--- src/rtl/preset_loader_pkg.sv ---
// Shared constants for the preset loader: FSM encoding, BCD range limits and the clamp value.
package preset_loader_pkg;

  localparam logic [1:0] ST_IDLE         = 2'd0;
  localparam logic [1:0] ST_CAPTURE      = 2'd1;
  localparam logic [1:0] ST_LOAD         = 2'd2;
  localparam logic [1:0] ST_WAIT_RELEASE = 2'd3;

  localparam logic [1:0] BCD_MAX_TENS  = 2'd3;
  localparam logic [3:0] BCD_MAX_UNITS = 4'd9;
  localparam logic [5:0] CLAMP_VALUE   = 6'b11_0000;

  // Counter range is 00..30 BCD, so a tens digit of 3 only allows units 0.
  function automatic logic preset_is_valid(input logic [5:0] p);
    logic [1:0] tens;
    logic [3:0] units;
    tens  = p[5:4];
    units = p[3:0];
    return (units <= BCD_MAX_UNITS) && ((tens < BCD_MAX_TENS) || (units == 4'd0));
  endfunction

endpackage

--- src/rtl/preset_loader_if.sv ---
// Board-side and counter-side signals of the preset loader, plus the FSM debug view.
interface preset_loader_if;
  // set_bits/clear_bits form a qualified strobe with no backpressure: they are nonzero only
  // during the load window, never overlap bitwise, and the counter must accept them as driven.
  logic [5:0] preset;
  logic       button;
  logic [5:0] set_bits;
  logic [5:0] clear_bits;
  logic       busy;
  logic       invalid;
  logic [1:0] fsm_state;

  modport master (output preset, button,
                  input  set_bits, clear_bits, busy, invalid, fsm_state);
  modport slave  (input  preset, button,
                  output set_bits, clear_bits, busy, invalid, fsm_state);
endinterface

--- src/rtl/preset_loader_debouncer.sv ---
// Two-flop synchroniser and stability-counter debouncer with a registered rising-edge pulse.
module button_debouncer #(
  parameter int DEBOUNCE_CYCLES = 16
) (
  input  logic clock,
  input  logic reset,
  input  logic raw,
  output logic level,
  output logic rise
);

  localparam int             CW       = $clog2(DEBOUNCE_CYCLES);
  localparam logic [CW-1:0]  CNT_LAST = CW'(DEBOUNCE_CYCLES - 1);

  logic          sync1;
  logic          sync2;
  logic          level_d;
  logic [CW-1:0] cnt;

  always_ff @(posedge clock or negedge reset) begin
    if (!reset) begin
      sync1   <= 1'b0;
      sync2   <= 1'b0;
      level   <= 1'b0;
      level_d <= 1'b0;
      rise    <= 1'b0;
      cnt     <= '0;
    end else begin
      sync1   <= raw;
      sync2   <= sync1;
      level_d <= level;
      rise    <= level & ~level_d;
      // Any sample that agrees with the current level restarts the stability window.
      if (sync2 == level) begin
        cnt <= '0;
      end else if (cnt == CNT_LAST) begin
        level <= sync2;
        cnt   <= '0;
      end else begin
        cnt <= cnt + CW'(1);
      end
    end
  end

endmodule

--- src/rtl/preset_loader.sv ---
// Preset loader: debounced load button -> validated per-bit set/clear strobes for the BCD counter.
// Build option PRESET_CLAMP_EN: out-of-range presets load 30 instead of being dropped.
module preset_loader
  import preset_loader_pkg::*;
#(
  parameter int DEBOUNCE_CYCLES = 16,
  parameter int LOAD_CYCLES     = 2
) (
  input  logic           clock,
  input  logic           reset,
  preset_loader_if.slave bus
);

  localparam int            LW        = (LOAD_CYCLES > 1) ? $clog2(LOAD_CYCLES) : 1;
  localparam logic [LW-1:0] LOAD_LAST = LW'(LOAD_CYCLES - 1);

  logic          level;
  logic          press;
  logic          preset_ok;
  logic [1:0]    state;
  logic [1:0]    state_nx;
  logic [5:0]    hold;
  logic [5:0]    hold_nx;
  logic [LW-1:0] lcnt;

  button_debouncer #(.DEBOUNCE_CYCLES(DEBOUNCE_CYCLES)) u_debouncer (
    .clock (clock),
    .reset (reset),
    .raw   (bus.button),
    .level (level),
    .rise  (press)
  );

  assign preset_ok = preset_is_valid(bus.preset);

  always_comb begin
    state_nx = state;
    hold_nx  = hold;
    case (state)
      ST_IDLE: begin
        if (press) state_nx = ST_CAPTURE;
      end
      ST_CAPTURE: begin
        hold_nx = bus.preset;
        if (preset_ok) begin
          state_nx = ST_LOAD;
        end else begin
`ifdef PRESET_CLAMP_EN
          hold_nx  = CLAMP_VALUE;
          state_nx = ST_LOAD;
`else
          state_nx = ST_WAIT_RELEASE;
`endif
        end
      end
      ST_LOAD: begin
        if (lcnt == LOAD_LAST) state_nx = ST_WAIT_RELEASE;
      end
      ST_WAIT_RELEASE: begin
        // Presses are only recognised from IDLE, so release bounce cannot retrigger a load.
        if (!level) state_nx = ST_IDLE;
      end
      default: state_nx = ST_IDLE;
    endcase
  end

  always_ff @(posedge clock or negedge reset) begin
    if (!reset) begin
      state <= ST_IDLE;
      hold  <= '0;
      lcnt  <= '0;
    end else begin
      state <= state_nx;
      hold  <= hold_nx;
      lcnt  <= ((state == ST_LOAD) && (state_nx == ST_LOAD)) ? lcnt + LW'(1) : '0;
    end
  end

  // Outputs decode registered state so an asynchronous reset drops them immediately.
  assign bus.set_bits   = (state == ST_LOAD) ? hold  : 6'd0;
  assign bus.clear_bits = (state == ST_LOAD) ? ~hold : 6'd0;
  assign bus.busy       = (state != ST_IDLE);
  assign bus.invalid    = (state == ST_CAPTURE) && !preset_ok;
  assign bus.fsm_state  = state;

endmodule

--- src/flat_wrapper.sv ---
// flat-port wrapper written by rule: the top's interface ports become plain ports
module preset_loader_flat import preset_loader_pkg::*;
#(
  parameter int DEBOUNCE_CYCLES = 16,
  parameter int LOAD_CYCLES     = 2
)
  (clock, reset, bus_preset, bus_button, bus_set_bits, bus_clear_bits, bus_busy, bus_invalid, bus_fsm_state);
  preset_loader_if bus_i ();
  input  logic clock;
  input  logic reset;
  input wire logic [$bits(bus_i.preset)-1:0] bus_preset;
  input wire logic [$bits(bus_i.button)-1:0] bus_button;
  output wire logic [$bits(bus_i.set_bits)-1:0] bus_set_bits;
  output wire logic [$bits(bus_i.clear_bits)-1:0] bus_clear_bits;
  output wire logic [$bits(bus_i.busy)-1:0] bus_busy;
  output wire logic [$bits(bus_i.invalid)-1:0] bus_invalid;
  output wire logic [$bits(bus_i.fsm_state)-1:0] bus_fsm_state;
  assign bus_i.preset = bus_preset;
  assign bus_i.button = bus_button;
  assign bus_set_bits = bus_i.set_bits;
  assign bus_clear_bits = bus_i.clear_bits;
  assign bus_busy = bus_i.busy;
  assign bus_invalid = bus_i.invalid;
  assign bus_fsm_state = bus_i.fsm_state;
  preset_loader #(.DEBOUNCE_CYCLES(DEBOUNCE_CYCLES), .LOAD_CYCLES(LOAD_CYCLES)) u_core (.clock(clock), .reset(reset), .bus(bus_i));
endmodule
--- config.mk ---
export PLATFORM = sky130hd
export DESIGN_NAME = preset_loader_flat
export DESIGN_NICKNAME = d
export VERILOG_FILES = /design/src/rtl/preset_loader_pkg.sv /design/src/rtl/preset_loader_if.sv /design/src/rtl/preset_loader_debouncer.sv /design/src/rtl/preset_loader.sv /design/src/flat_wrapper.sv
export SDC_FILE = /design/constraint.sdc
export NUM_CORES = 1
export LEC_CHECK = 0
export CAP_MARGIN = 20
export CORE_MARGIN = 2
export CORE_UTILIZATION = 35
export DETAILED_ROUTE_END_ITERATION = 16
export SLEW_MARGIN = 20
export SYNTH_ARGS = -nofsm -noshare
export SYNTH_HDL_FRONTEND = slang
export SYNTH_SLANG_ARGS = --single-unit
--- constraint.sdc ---
create_clock -name clock -period 1.5 [get_ports clock]
set_input_delay 0.45 -clock clock [delete_from_list [all_inputs] [get_ports clock]]
set_output_delay 0.45 -clock clock [all_outputs]
set_load 0.02 [all_outputs]
# Yosys cells after proc, flatten, opt, wreduce, memory -nomap -nowiden
# Cells that the tools add are included.
[totals]
ff_bits = 18
input_bits = 9
out_inout_bits = 16
wordCells = 42
[op_classes]
add_sub_neg = 2
magnitude_cmp = 2
eq_ne = 6
n_mux = 10
n_bitwise = 4
n_reduce_logical = 9
[op_table]
columns = ["op", "n"]
rows = [
  ["$mux W6", 2],
  ["$mux W4", 2],
  ["$pmux W2 S4", 1],
  ["$eq A2 B2 Y1 const B", 3],
  ["$mux W2", 3],
  ["$not A6 Y6", 1],
  ["$add A4 B1 Y4 const B", 1],
  ["$eq A4 B4 Y1 const B", 1],
  ["$le A4 B4 Y1 const B", 1],
  ["$logic_not A4 Y1", 1],
  ["$logic_and A1 B1 Y1", 3],
  ["$eq A2 B1 Y1 const B", 1],
  ["$logic_not A2 Y1", 1],
  ["$lt A2 B2 Y1 const B", 1],
  ["$mux W1", 2],
  ["$not A1 Y1", 2],
  ["$reduce_and A2 Y1", 1],
  ["$reduce_bool A2 Y1", 1],
  ["$add A1 B1 Y1 const B", 1],
  ["$and A1 B1 Y1", 1],
  ["$eq A1 B1 Y1", 1],
  ["$logic_not A1 Y1", 1],
  ["$logic_or A1 B1 Y1", 1],
]

# Longest topological paths before layout
[logic_depth]
word_depth = 8
mapped_depth = 4

# Hierarchy
# Synthesis repeated with hierarchy kept, for this count alone.
[unflattened]
cells_unflattened = 64
area_unflattened_um2 = 785.8
[by_module_without_submodules]
columns = ["mod", "n_inst", "cells_each", "area_each_um2", "seq_area_each_um2"]
rows = [
  ["preset_loader", 1, 41, 449.2, 225.2],
  ["button_debouncer", 1, 23, 336.6, 225.2],
]

# Worst setup path before layout
# No wires, ideal clock.
[synth_path]
path_type = "reg2out"
from = "register u_core.state[0], in the netlist u_core.bus.fsm_state[0]"
to = "output port bus_invalid"
arrival_ns = 1.140
required_ns = 1.050
setup_slack_ns = -0.090
stages_incl_launch_ff = 4
path_cell_list = "dfrtp_1 -> nor2b_1 -> buf_2 -> o311a_1"
[synth_between]
elab_chain_cells = 2
[synth_lines]
columns = ["item", "line_no", "source"]
rows = [
  ["from (decl)", "preset_loader.sv:20", "logic [1:0] state;"],
  ["from (signal assigned)", "preset_loader.sv:73", "state <= state_nx;"],
  ["$eq A2 B1 Y1", "preset_loader.sv:83", "assign bus.invalid = (state == ST_CAPTURE) && !preset_ok;"],
  ["$logic_and A1 B1 Y1", "preset_loader.sv:83", ""],
  ["to (decl)", "flat_wrapper.sv:16", "output wire logic [$bits(bus_i.invalid)-1:0] bus_invalid;"],
]
# No other way between the ends.

# Final worst setup path
[layout_path]
from = "input port bus_preset[3]"
to = "output port bus_invalid"
[layout_between]
elab_chain_cells = 5
[layout_lines]
columns = ["item", "line_no", "source"]
rows = [
  ["from (decl)", "flat_wrapper.sv:11", "input wire logic [$bits(bus_i.preset)-1:0] bus_preset;"],
  ["parallel branches: the longest is 2 deep, another holds $le A4 B4 Y1", "n/a", ""],
  ["$logic_and A1 B1 Y1 (*)", "preset_loader_pkg.sv:19", "return (units <= BCD_MAX_UNITS) && ((tens < BCD_MAX_TENS) || (units == 4'd0));"],
  ["$logic_not A1 Y1 (*)", "preset_loader.sv:83", ""],
  ["$logic_and A1 B1 Y1 (*)", "preset_loader.sv:83", ""],
]
# Mark *: on every way between the ends.

==> metrics <==
status complete, but fails checks; failing checks setup timing; Synth area leader dfrtp_1; WP data required between 1 and 1.5 ns; Final setup viols 15; pwr/cell area 750 nW/µm²; CP Capture Type primary output; crit start category input port; top-area cell type share of the netlist area 0.583; first-pass GRT wire length 2.53 mm; DR vias/cell 4.66; hold path start u_core.u_debouncer.sync1; Synth area leaders dfrtp_1 58%, mux2_1 8.8%, and2_1 4.9%; site row count 17; Yosys cell types 24; worst setup margin -0.211 ns; RSZ-0062 raised after global routing true; crit path max fanout 3; Root Buffer clkbuf_4; final hold vios 0; hold buffer count at CTS 0; CTS Buffer Depth 2; Hold WS around 0.36 ns; DR iter-0 viols 2; Avg Cell Area, Syn roughly 12 µm²; R2R setup slack about 0.15 ns; share of cells above drive strength 1 0.524; Biggest register u_core.hold; reg2reg start u_core.bus.fsm_state[1]; CP arrival around 1.3 ns; Synth Net Count 74; Rel. slew slack 0.775; Worst Hold Class flip-flop to flip-flop; Worst Reg2Reg Path Length in Cells 5; vias in the first global route between 600 and 700; WHS Path Cells 0; CTS Buf Count 3; reg2reg end u_core.hold[0]; Clk pin slew, worst setup/hold paths about 0.10 ns; FMAX 0.584 GHz; ANT cells 0; final instance area 1260 µm²; max reg flops 6; Layout Nets about 110; initial antenna violation count 0; I/O pins 25; Layout Area Growth over Synthesis 63.7%; gr ovfl total 0; Die H about 51 µm; ANT nets after route 0; Synth Cell Area between 700 and 800 µm²; CTS tree built; Yosys reg bits 18; CTS sink cnt 18; GRT Total Usage 0.133; Hold Path End u_core.u_debouncer.sync2; drt wl/cell roughly 12 µm; pin count of the biggest net entering global routing 19; fill count 181; Synthesis Warnings 0; worst vdd ir around 540 µV; Final min period 1.71 ns; final slew viol count 0; H-tree lvl count 1; fin crit share 1.14; die area 2600 µm²; Static Leak around 0.00063 µW; CORE AREA ~2100 µm²; DP Area roughly 1100 µm²; Total Wirelength 1.53 mm; placer congestion estimate between 0.6 and 0.7; Clock Skew ~0.0014 ns; setup_tns -2.49 ns; critical path class input port to primary output; max cap viols 0; Worst-Margin Slew ~0.33 ns; Skew-Pair Late Insertion Delay 0.29 ns; DRC violation count after routing 0; port buffer count 24; Seq/Total Area, Yosys 0.583; area occupied by registers approximately 450 µm²; Die W 51.0 µm; footprint of the multi-input gates ~390 µm²; 1st-pass router iterations 4; Syn Inst Count 64; Vias between 600 and 700; Initial Util 0.359
cell usage after synthesis:
library cell,count
nand2_1,1
o21ai_0,1
mux2i_1,1
inv_1,1
mux2_1,6
or2_2,1
nor2b_1,4
a21o_1,1
a21oi_1,2
nand3_1,1
a311o_1,1
ha_1,1
and2_1,6
dfrtp_1,18
nor3b_1,1
o21a_1,1
mux2_2,1
nand4b_1,1
nand2b_1,1
xnor2_1,2
o211a_1,1
buf_2,1
nor2_1,9
o311a_1,1
cell families (layout without fill, tap and decap cells):
| group | Yosys count | count (layout) | synth area share |
|---|---|---|---|
| DFF | 18 | 18 | 0.583 |
| and+or+nand+nor | 25 | 25 | 0.173 |
| AOI/OAI and AO/OA | 8 | 8 | 0.0778 |
| adders and majority gates | 1 | 1 | 0.0162 |
| xor gates and xnor gates | 2 | 2 | 0.0227 |
| buffers and inverters | 2 | 41 | 0.0113 |
| muxes | 8 | 8 | 0.115 |
layout by cell type (no fill, tap or decap), types with 2 or more instances in the layout:
cell | synthesis | layout
clkbuf_4 | 0 | 3
dfrtp_1 | 18 | 17
nor2_1 | 9 | 3
nor2b_1 | 4 | 3
dlygate4sd2_1 | 0 | 2
nor2_4 | 0 | 4
a21oi_1 | 2 | 2
and2_4 | 0 | 6
xnor2_1 | 2 | 2
buf_6 | 0 | 19
clkdlybuf4s50_1 | 0 | 2
buf_4 | 0 | 9
mux2_1 | 6 | 6
nor2_2 | 0 | 2
buf_2 | 1 | 3
metrics by stage:
step,cells,worst slack [ns],total power [µW],util
2_1_floorplan,64,0.00346,571,-
4_1_cts,129,-0.228,957,0.559
5_1_grt,131,-0.285,999,0.588
3_5_place_dp,123,-0.924,651,0.519
3_3_place_gp,123,-0.922,649,0.519
6_report,131,-0.211,948,0.588
where the power goes:
part	switching, µW	internal (µW)	leakage (µW)
registers	14.9	502	0.000242
clock network	143	148	0.0000210
logic	66.6	73.9	0.000369
layout make-up:
cell class / instances / area share
Multi-Input combinational cell: 44 / 0.310
Clock buffer: 4 / 0.0287
Sequential cell: 18 / 0.357
Tap cell: 28 / 0.0277
Inverter: 1 / 0.00297
Timing Repair Buffer: 36 / 0.273
worst max-delay path by stage:
stage	endpoint	slack [ns]	start	cells after the start
3_5_place_dp	bus_invalid	-0.92	bus_preset[3]	4
2_1_floorplan	bus_invalid	0.003	u_core.bus.fsm_state[1]	3
4_1_cts	bus_set_bits[4]	-0.23	u_core.bus.fsm_state[1]	4
5_1_grt	bus_set_bits[0]	-0.29	u_core.bus.fsm_state[0]	4
3_3_place_gp	bus_invalid	-0.92	bus_preset[3]	4
6_report	bus_invalid	-0.21	bus_preset[3]	4
what timing repair did:
item / in CTS / in global routing
gates resized for setup: 120 / 16
endpoints found under the setup margin: 17 / 15
pin swaps: 3 / 4
buffers inserted: 2 / 2
worst max-delay path, stage by stage:
cell,delay (ns)
buf_6,0.09
o211a_1,0.22
o311a_4,0.36
buf_6,0.13
per-layer routing:
| layer | GRT usage | wire length (µm) | vias up |
|---|---|---|---|
| li1 | - | - | 298 |
| met1 | 0.153 | 643 | 289 |
| met2 | 0.234 | 757 | 20 |
| met3 | 0.0263 | 105 | 4 |
| met4 | 0.0676 | 22 | 0 |
| met5 | 0 | 0 | - |
No activity file was read; power rests on OpenSTA's default activity.
